**config.mk**
```make
export PLATFORM = sky130hd
export DESIGN_NAME = ex_div
export DESIGN_NICKNAME = d
export VERILOG_FILES = /design/src/rtl/ex_div.sv
export SDC_FILE = /design/constraint.sdc
export NUM_CORES = 1
export LEC_CHECK = 0
export CELL_PAD_IN_SITES_DETAIL_PLACEMENT = 1
export CELL_PAD_IN_SITES_GLOBAL_PLACEMENT = 1
export CORE_UTILIZATION = 40
export CTS_BUF_LIST = sky130_fd_sc_hd__clkbuf_4
export DETAILED_ROUTE_END_ITERATION = 10
export HOLD_SLACK_MARGIN = 0.08
export PLACE_DENSITY_LB_ADDON = 0.1
export SETUP_SLACK_MARGIN = 0.1
export SYNTH_ARGS = -nofsm -noshare
export SYNTH_HDL_FRONTEND = slang
export SYNTH_SLANG_ARGS = --single-unit
```
**constraint.sdc**
```tcl
create_clock -name clk -period 4.3 [get_ports clk]
set_input_delay 0.645 -clock clk [delete_from_list [all_inputs] [get_ports clk]]
set_output_delay 0.645 -clock clk [all_outputs]
set_load 0.05 [all_outputs]
```
**src/rtl/ex_div.sv**
```systemverilog
// Multi-cycle RV32M restoring divider: one quotient bit per cycle, result in T+XLEN+1 (T+1 for div-by-zero/overflow).
// Holds the pipeline via hold_req_o while accepting or iterating; flush aborts silently in any state.
module ex_div #(
   parameter int XLEN  = 32,
   parameter int CNT_W = 5
) (
   input  logic            clk,
   input  logic            rstn,
   input  logic            start_i,
   input  logic [1:0]      op_i,
   input  logic [XLEN-1:0] dividend_i,
   input  logic [XLEN-1:0] divisor_i,
   input  logic [4:0]      rd_addr_i,
   input  logic            flush_i,
   output logic            hold_req_o,
   output logic            busy_o,
   output logic            valid_o,
   output logic [XLEN-1:0] result_o,
   output logic [4:0]      rd_addr_o,
   output logic            regs_wen_o
);
   typedef enum logic [1:0] {IDLE = 2'd0, CALC = 2'd1, DONE = 2'd2} state_t;

   localparam logic [XLEN-1:0]  MIN_NEG  = {1'b1, {(XLEN-1){1'b0}}};
   localparam logic [CNT_W-1:0] CNT_LAST = CNT_W'(XLEN-1);

   state_t           state_q, state_d;
   logic [CNT_W-1:0] cnt_q, cnt_d;
   logic             is_rem_q, is_rem_d;
   logic             qneg_q, qneg_d;
   logic             rneg_q, rneg_d;
   logic [4:0]       rd_q, rd_d;
   logic [XLEN-1:0]  quo_q, quo_d;
   logic [XLEN-1:0]  rem_q, rem_d;
   logic [XLEN-1:0]  dvs_q, dvs_d;
   logic [XLEN-1:0]  res_q, res_d;

   logic            signed_in, a_neg, b_neg, div_zero, ovf;
   logic [XLEN-1:0] a_abs, b_abs;
   logic [XLEN:0]   rem_sh, diff;
   logic [XLEN-1:0] quo_nx, rem_nx, quo_fix, rem_fix;

   assign signed_in = ~op_i[0];
   assign a_neg     = signed_in & dividend_i[XLEN-1];
   assign b_neg     = signed_in & divisor_i[XLEN-1];
   assign a_abs     = a_neg ? -dividend_i : dividend_i;
   assign b_abs     = b_neg ? -divisor_i  : divisor_i;
   assign div_zero  = (divisor_i == '0);
   assign ovf       = signed_in && (dividend_i == MIN_NEG) && (divisor_i == '1);

   // One restoring step; a borrow out of the XLEN+1-bit subtract means rem < divisor.
   assign rem_sh  = {rem_q, quo_q[XLEN-1]};
   assign diff    = rem_sh - {1'b0, dvs_q};
   assign quo_nx  = {quo_q[XLEN-2:0], ~diff[XLEN]};
   assign rem_nx  = diff[XLEN] ? rem_sh[XLEN-1:0] : diff[XLEN-1:0];
   assign quo_fix = qneg_q ? -quo_nx : quo_nx;
   assign rem_fix = rneg_q ? -rem_nx : rem_nx;

   always_comb begin
      state_d  = state_q;
      cnt_d    = cnt_q;
      is_rem_d = is_rem_q;
      qneg_d   = qneg_q;
      rneg_d   = rneg_q;
      rd_d     = rd_q;
      quo_d    = quo_q;
      rem_d    = rem_q;
      dvs_d    = dvs_q;
      res_d    = res_q;
      case (state_q)
         IDLE: begin
            if (start_i && !flush_i) begin
               is_rem_d = op_i[1];
               qneg_d   = a_neg ^ b_neg;
               rneg_d   = a_neg;
               rd_d     = rd_addr_i;
               quo_d    = a_abs;
               dvs_d    = b_abs;
               rem_d    = '0;
               cnt_d    = '0;
               if (div_zero) begin
                  res_d   = op_i[1] ? dividend_i : '1;
                  state_d = DONE;
               end else if (ovf) begin
                  res_d   = op_i[1] ? '0 : MIN_NEG;
                  state_d = DONE;
               end else begin
                  state_d = CALC;
               end
            end
         end
         CALC: begin
            quo_d = quo_nx;
            rem_d = rem_nx;
            cnt_d = cnt_q + CNT_W'(1);
            if (cnt_q == CNT_LAST) begin
               res_d   = is_rem_q ? rem_fix : quo_fix;
               state_d = DONE;
            end
         end
         DONE:    state_d = IDLE;
         default: state_d = IDLE;
      endcase
      if (flush_i) begin
         state_d = IDLE;
         res_d   = res_q;
      end
   end

   always_ff @(posedge clk or negedge rstn) begin
      if (!rstn) begin
         state_q  <= IDLE;
         cnt_q    <= '0;
         is_rem_q <= 1'b0;
         qneg_q   <= 1'b0;
         rneg_q   <= 1'b0;
         rd_q     <= '0;
         quo_q    <= '0;
         rem_q    <= '0;
         dvs_q    <= '0;
         res_q    <= '0;
      end else begin
         state_q  <= state_d;
         cnt_q    <= cnt_d;
         is_rem_q <= is_rem_d;
         qneg_q   <= qneg_d;
         rneg_q   <= rneg_d;
         rd_q     <= rd_d;
         quo_q    <= quo_d;
         rem_q    <= rem_d;
         dvs_q    <= dvs_d;
         res_q    <= res_d;
      end
   end

   assign hold_req_o = ((state_q == IDLE) && start_i && !flush_i) || (state_q == CALC);
   assign busy_o     = (state_q != IDLE);
   assign valid_o    = (state_q == DONE) && !flush_i;
   assign regs_wen_o = valid_o;
   assign result_o   = res_q;
   assign rd_addr_o  = rd_q;
endmodule

```
==> results.txt, run 1 <==
outcome - finished, final reports clean
Power Dens Cells - 699 nW/um^2
final setup fails - 0
CP endpoint kind - flip-flop
Post-Syn Instances - 1482
TNS Setup - 0 ns
Peak VDD IR - 0.357 mV
GRT Total Usage - 29.4%
Storage cell area - 3590 um^2
WL per Instance - 21.7 um
Tightest Hold Check Type - in2async
Finished Cell Area - 14700 um^2
worst skew pair latency - 0.65 ns
post-layout min period - 4.06 ns
H-tree depth - 4
global-route wire length before repair - 69100 um
Synth Cell Area - 11700 um^2
total CTS buffers - 17
CP startpoint - rem_q[13]$_DFFE_PN0P_
Post-synth EDFFs - 0
post-placement worst setup slack - 0.0191 ns
synthesis-to-layout area growth - 25.4%
top_reg_cell synth - dfrtp_1
Max clock buf depth - 2
gpl congestion - 0.911
Initial DRC Count - 828
die span in x - 173 um
CP Class - reg2reg
CTS tree - done
Std-Cell Rows - 62
area of the multi-input gates - 8030 um^2
routed via count divided by cell count - 5.98
clock-pin slew on the worst setup and hold paths - 0.15 ns
Final nets - 1752
Yosys cell types - 80
Worst Skew - 0.0276 ns
Critical R2R Launch - rem_q[13]$_DFFE_PN0P_
hpwl dp - 33200 um
Slew HR - 23.0%
routed vias - 12200
Max Slew Vio Count - 0
CTS Sinks - 143
core region area - 28800 um^2
worst path required time - 4.83 ns
fillers - 3494
yosys synthesis warning count - 0
vias in the first global route - 12300
Routed Antenna Nets - 0
total cell area at the placement stage - 13800 um^2
DRT Pass-1 Iters - 5
pin count of the biggest net entering global routing - 99
CP arrival - 4.59 ns
Seq cells post-synth - 143
I/O pin count - 116
Peak Freq - 246 MHz
chip height - 173 um
Synth Net Count - 1597
Startpoint Class - flip-flop
max-cap violation count - 0
share of layout cells above drive strength 1 - 15.2%
RSZ-0062 raised after global routing - yes
Async S/R FF share, synth - 100%
GR Overflow Total - 0
slew at the pin closest to its max-slew limit - 1.15 ns
Initial Util - 40.7%
WL final - 44200 um
die area - 30000 um^2
final worst slack - 0.241 ns
fin crit share - 94.4%
DR DRC count - 0
Seq/Total Area, Yosys - 30.5%
port bufs - 115
leakage power - 5.86 nW
clk root buf - clkbuf_4
Final Hold Viols - 0
initial antenna violation count - 2
critical path peak fanout - 8
Mean Syn Cell Area - 7.91 um^2
-- layer usage --
layer / up-vias / share of wire, % / global-route usage [%]
li1: 5710 / - / -
met2: 307 / 48 / 48.7
met4: 0 / 2.4 / 9.22
met3: 55 / 3.9 / 3.89
met1: 6098 / 46 / 39.7
met5: - / 0 / 0
-- cell usage after synthesis (all sizes together), types with 26 or more instances --
library cell / number / share of area (%)
a21oi: 104 / 4.4
xor2: 51 / 3.8
nor4: 27 / 1.6
buf: 26 / 1.2
xnor2: 78 / 5.8
nor3: 41 / 1.8
a22oi: 35 / 2.2
nor2: 102 / 3.3
clkbuf: 62 / 2.0
ha: 39 / 4.2
o21ai: 194 / 8.3
inv: 63 / 2.0
a31oi: 27 / 1.4
dfrtp: 143 / 31
nand2: 164 / 5.3
o31ai: 27 / 1.8
-- timing repair --
| item | CTS | global route |
|---|---|---|
| gates resized for setup | 9 | 82 |
| cloned | 0 | 0 |
| pin swaps | 2 | 30 |
| hold buffers | 0 | 0 |
| buffers inserted | 2 | 17 |
| setup endpoints to repair | 12 | 26 |
-- sequential cells by signal (all words and copies together), names as in the netlist --
| register | cells |
|---|---|
| rd_addr_o | 5 |
| cnt_q | 5 |
| rneg_q | 1 |
| result_o | 32 |
| rem_q | 32 |
| is_rem_q | 1 |
| dvs_q | 32 |
| qneg_q | 1 |
| state_q | 2 |
| quo_q | 32 |
-- worst paths after layout --
check	slack, ns	endpoint	cells after the start
setup / recovery	0.24	result_o[18]$_DFFE_PN0P_	18
hold / removal	0.14	dvs_q[25]$_DFFE_PN0P_	1
setup reg to reg	0.24	result_o[18]$_DFFE_PN0P_	18
hold reg to reg	0.49	dvs_q[21]$_DFFE_PN0P_	2
max in group asynchronous	3.31	quo_q[18]$_DFFE_PN0P_	2
min in group clk	0.49	dvs_q[21]$_DFFE_PN0P_	2
-- power breakdown --
group	leakage, nW	total, mW	internal (mW)	switching [mW]
logic	3.88	6.94	2.83	4.11
registers	1.80	2.23	1.73	0.494
clock network	0.177	1.11	0.525	0.580
-- kinds of logic after synthesis --
family	count (synthesis)	synth area share [%]
muxes	32	2.84
AOI/OAI and AO/OA	508	27.5
adders and majority gates	40	4.34
and+or+nand+nor	479	20.0
buffers and inverters	151	5.19
xor gates and xnor gates	129	9.64
DFF	143	30.5
-- through the flow --
step                      instances  hold WS (ns)  total power, mW  utilization, %
after floorplan                1482         0.349             6.38               -
after global placement         1983         0.460             8.42            47.9
after detailed placement       1983         0.472             8.55            47.9
after CTS                      2016         0.150             9.73            49.2
after global routing           2034         0.202             10.9            51.0
final                          2034         0.143             10.3            51.0
-- worst max-delay path: stages, from the launching register on --
cell      delay, ns
dfrtp_2        0.51
ha_4           0.27
buf_4          0.17
nand2_1        0.11
o21ai_1        0.12
a22o_1         0.29
o211a_1        0.27
a211oi_4       0.29
inv_4          0.10
mux2_4         0.23
ha_4           0.13
or3b_4         0.40
nor3_4         0.22
a31o_4         0.20
nand3_4        0.10
buf_4          0.16
nand2_2        0.08
xnor2_2        0.15
o221ai_1       0.14
-- cell type report --
class | instances | share of cell area (%)
clock inverter | 12 | 1.31
antenna | 1 | 0.0170
tap | 384 | 3.27
inverter | 63 | 1.63
sequential | 143 | 24.5
multi-input combinational | 1188 | 54.7
clock buffer | 19 | 0.971
timing repair buffer | 224 | 13.6
-- cells in the final DEF, fill, tap and decap left out, types with 25 or more instances in the layout --
master / count
o31ai_1: 25
clkdlybuf4s50_1: 113
nor3_1: 35
xnor2_1: 77
a21oi_1: 100
nand2_1: 162
a22oi_1: 34
inv_1: 61
nor2_1: 98
o21ai_0: 179
buf_4: 105
a31oi_1: 26
dfrtp_1: 131
xor2_1: 51
No activity file was read; power rests on OpenSTA's default activity.
==> inputs of run 2 (changes only) <==
--- a/config.mk
+++ b/config.mk
@@ -7,7 +7,7 @@
 export LEC_CHECK = 0
 export CELL_PAD_IN_SITES_DETAIL_PLACEMENT = 1
 export CELL_PAD_IN_SITES_GLOBAL_PLACEMENT = 1
-export CORE_UTILIZATION = 40
+export CORE_UTILIZATION = 45
 export CTS_BUF_LIST = sky130_fd_sc_hd__clkbuf_4
 export DETAILED_ROUTE_END_ITERATION = 10
 export HOLD_SLACK_MARGIN = 0.08
==> constraint.sdc (replaced) <==
create_clock -name clk -period 4 [get_ports clk]
set_input_delay 0.6 -clock clk [delete_from_list [all_inputs] [get_ports clk]]
set_output_delay 0.6 -clock clk [all_outputs]
set_load 0.05 [all_outputs]
==> results.txt, run 2 (synthesized netlist as in run 1, its figures left out) <==
outcome - finished with violations
failing checks - setup timing
Finished Cell Area - 15200 um^2
Internal Power - 5.71 mW
Combinational Power Share - 70.8%
fin crit share - 105%
Flop pwr share - 20.0%
most common cell after layout, fill and taps aside - o21ai_0
GRT Total Usage - 34.3%
CP arrival - 4.73 ns
RSZ-0062 raised after global routing - yes
initial antenna violation count - 3
routed vias - 13000
core region area - 25300 um^2
dpl cells - 1971
die span in x - 163 um
CTS Sinks - 143
pin count of the biggest net entering global routing - 95
port bufs - 115
clock-pin slew on the worst setup and hold paths - 0.17 ns
final setup fails - 13
Startpoint Class - flip-flop
synthesis-to-layout area growth - 29.4%
hold slack - 0.0103 ns
final worst slack - -0.189 ns
total cell area at the placement stage - 14000 um^2
GR Overflow Total - 0
Sw Pwr - 6.13 mW
leakage power - 6.19 nW
Tightest Hold Check Type - in2async
WL per Instance - 23.3 um
fillers - 3022
CP Class - reg2reg
chip height - 163 um
post-placement worst setup slack - -0.337 ns
TNS Setup - -1.56 ns
Critical Path Slowest Stage Cell - dfrtp_1
Peak VDD IR - 0.458 mV
critical path peak fanout - 6
CP endpoint kind - flip-flop
register-to-register setup slack - -0.19 ns
DRT Pass-1 Iters - 5
Worst path max stage delay - 0.41 ns
gpl congestion - 0.937
post-layout min period - 4.19 ns
die area - 26700 um^2
Final Hold Viols - 0
worst path required time - 4.54 ns
CTS tree - done
global-route wire length before repair - 71200 um
max-cap violation count - 0
hpwl dp - 34000 um
final non-filler cell total - 2034
Std-Cell Rows - 58
commonest cells after routing, fill and taps aside - 173 x o21ai_0, 161 x nand2_1, 149 x buf_4, 138 x dfrtp_1, 113 x clkdlybuf4s50_1
H-tree depth - 4
Power Dens Cells - 781 nW/um^2
WL final - 47400 um
Final nets - 1805
power share of the clock group - 9.2%
area of the multi-input gates - 8130 um^2
slew at the pin closest to its max-slew limit - 1.14 ns
Peak Freq - 239 MHz
vias in the first global route - 13000
clk root buf - clkbuf_4
routed via count divided by cell count - 6.39
Worst Skew - 0.0294 ns
worst skew pair latency - 0.62 ns
Slew HR - 23.9%
Initial DRC Count - 1086
Sw Share - 51.8%
I/O pin count - 116
Storage cell area - 3580 um^2
Routed Antenna Nets - 0
DR DRC count - 0
share of layout cells above drive strength 1 - 18.8%
total CTS buffers - 17
Max clock buf depth - 2
Max Slew Vio Count - 0
critical-path cell list - inv_2 -> ha_4 -> fa_2 -> nand2b_4 -> a21o_4 -> a211oi_4 -> o21ai_2 -> a211oi_4 -> inv_4 -> mux2_4 -> ha_4 -> or3b_4 -> nor3_4 -> a31o_4 -> buf_12 -> nand3_4 -> nor3_4 -> mux2_4 -> o21ai_2
Initial Util - 46.3%
-- run 2: worst paths after layout --
kind	end	start	cells after the start
max in group asynchronous	rem_q[10]$_DFFE_PN0P_	rstn	2
worst min-delay path	rem_q[24]$_DFFE_PN0P_	rstn	1
worst min register to register	dvs_q[10]$_DFFE_PN0P_	dvs_q[10]$_DFFE_PN0P_	2
worst max register to register	result_o[30]$_DFFE_PN0P_	quo_q[31]$_DFFE_PN0P_	19
min in group clk	rd_addr_o[3]$_DFFE_PN0P_	rd_addr_i[3]	3
worst max-delay path	result_o[30]$_DFFE_PN0P_	quo_q[31]$_DFFE_PN0P_	19
-- run 2: worst max-delay path: cells and delay by family (launching register included) --
family | cells | cell delay [ns]
AOI/OAI and AO/OA | 6 | 1.25
adders and majority gates | 3 | 0.64
buffers and inverters | 3 | 0.28
DFF | 1 | 0.41
muxes | 2 | 0.56
and+or+nand+nor | 5 | 0.95
-- run 2: repair_timing --
item,CTS,global route
pin swaps,17,35
buffers inserted,11,19
hold buffers,0,0
gates resized for setup,31,95
hold endpoints to repair,0,0
gates cloned,0,1
setup endpoints to repair,28,29
-- run 2: power groups by stage --
stage,sequential [mW],clock (mW),combinational (mW)
after floorplan,2.60,0,4.27
after global placement,2.33,0,6.90
after detailed placement,2.35,0,7.11
after CTS,2.32,1.09,7.42
after global routing,2.40,1.16,8.89
final,2.37,1.10,8.38
-- run 2: metrics by stage --
step | util, % | power [mW]
after floorplan | - | 6.87
after global placement | 55.5 | 9.24
after detailed placement | 55.5 | 9.46
after CTS | 57.5 | 10.8
after global routing | 59.9 | 12.4
final | 59.9 | 11.8
-- run 2: final cells by class --
| type | instances | share of cell area [%] |
|---|---|---|
| repair buffers | 277 | 16.4 |
| well taps | 330 | 2.72 |
| clock buffers | 17 | 0.842 |
| flip-flops and latches | 143 | 23.6 |
| inverters | 63 | 1.58 |
| multi-input cells | 1188 | 53.6 |
| clock inverters | 15 | 1.16 |
| diodes | 1 | 0.0165 |
-- run 2: routing by layer --
metal  share of wire, %  track usage, %  up-vias
li1                   -               -     5810
met1                 41            44.8     6586
met2                 50            59.2      485
met3                5.8            4.14      112
met4                3.0            9.81        2
met5              0.027               0        -
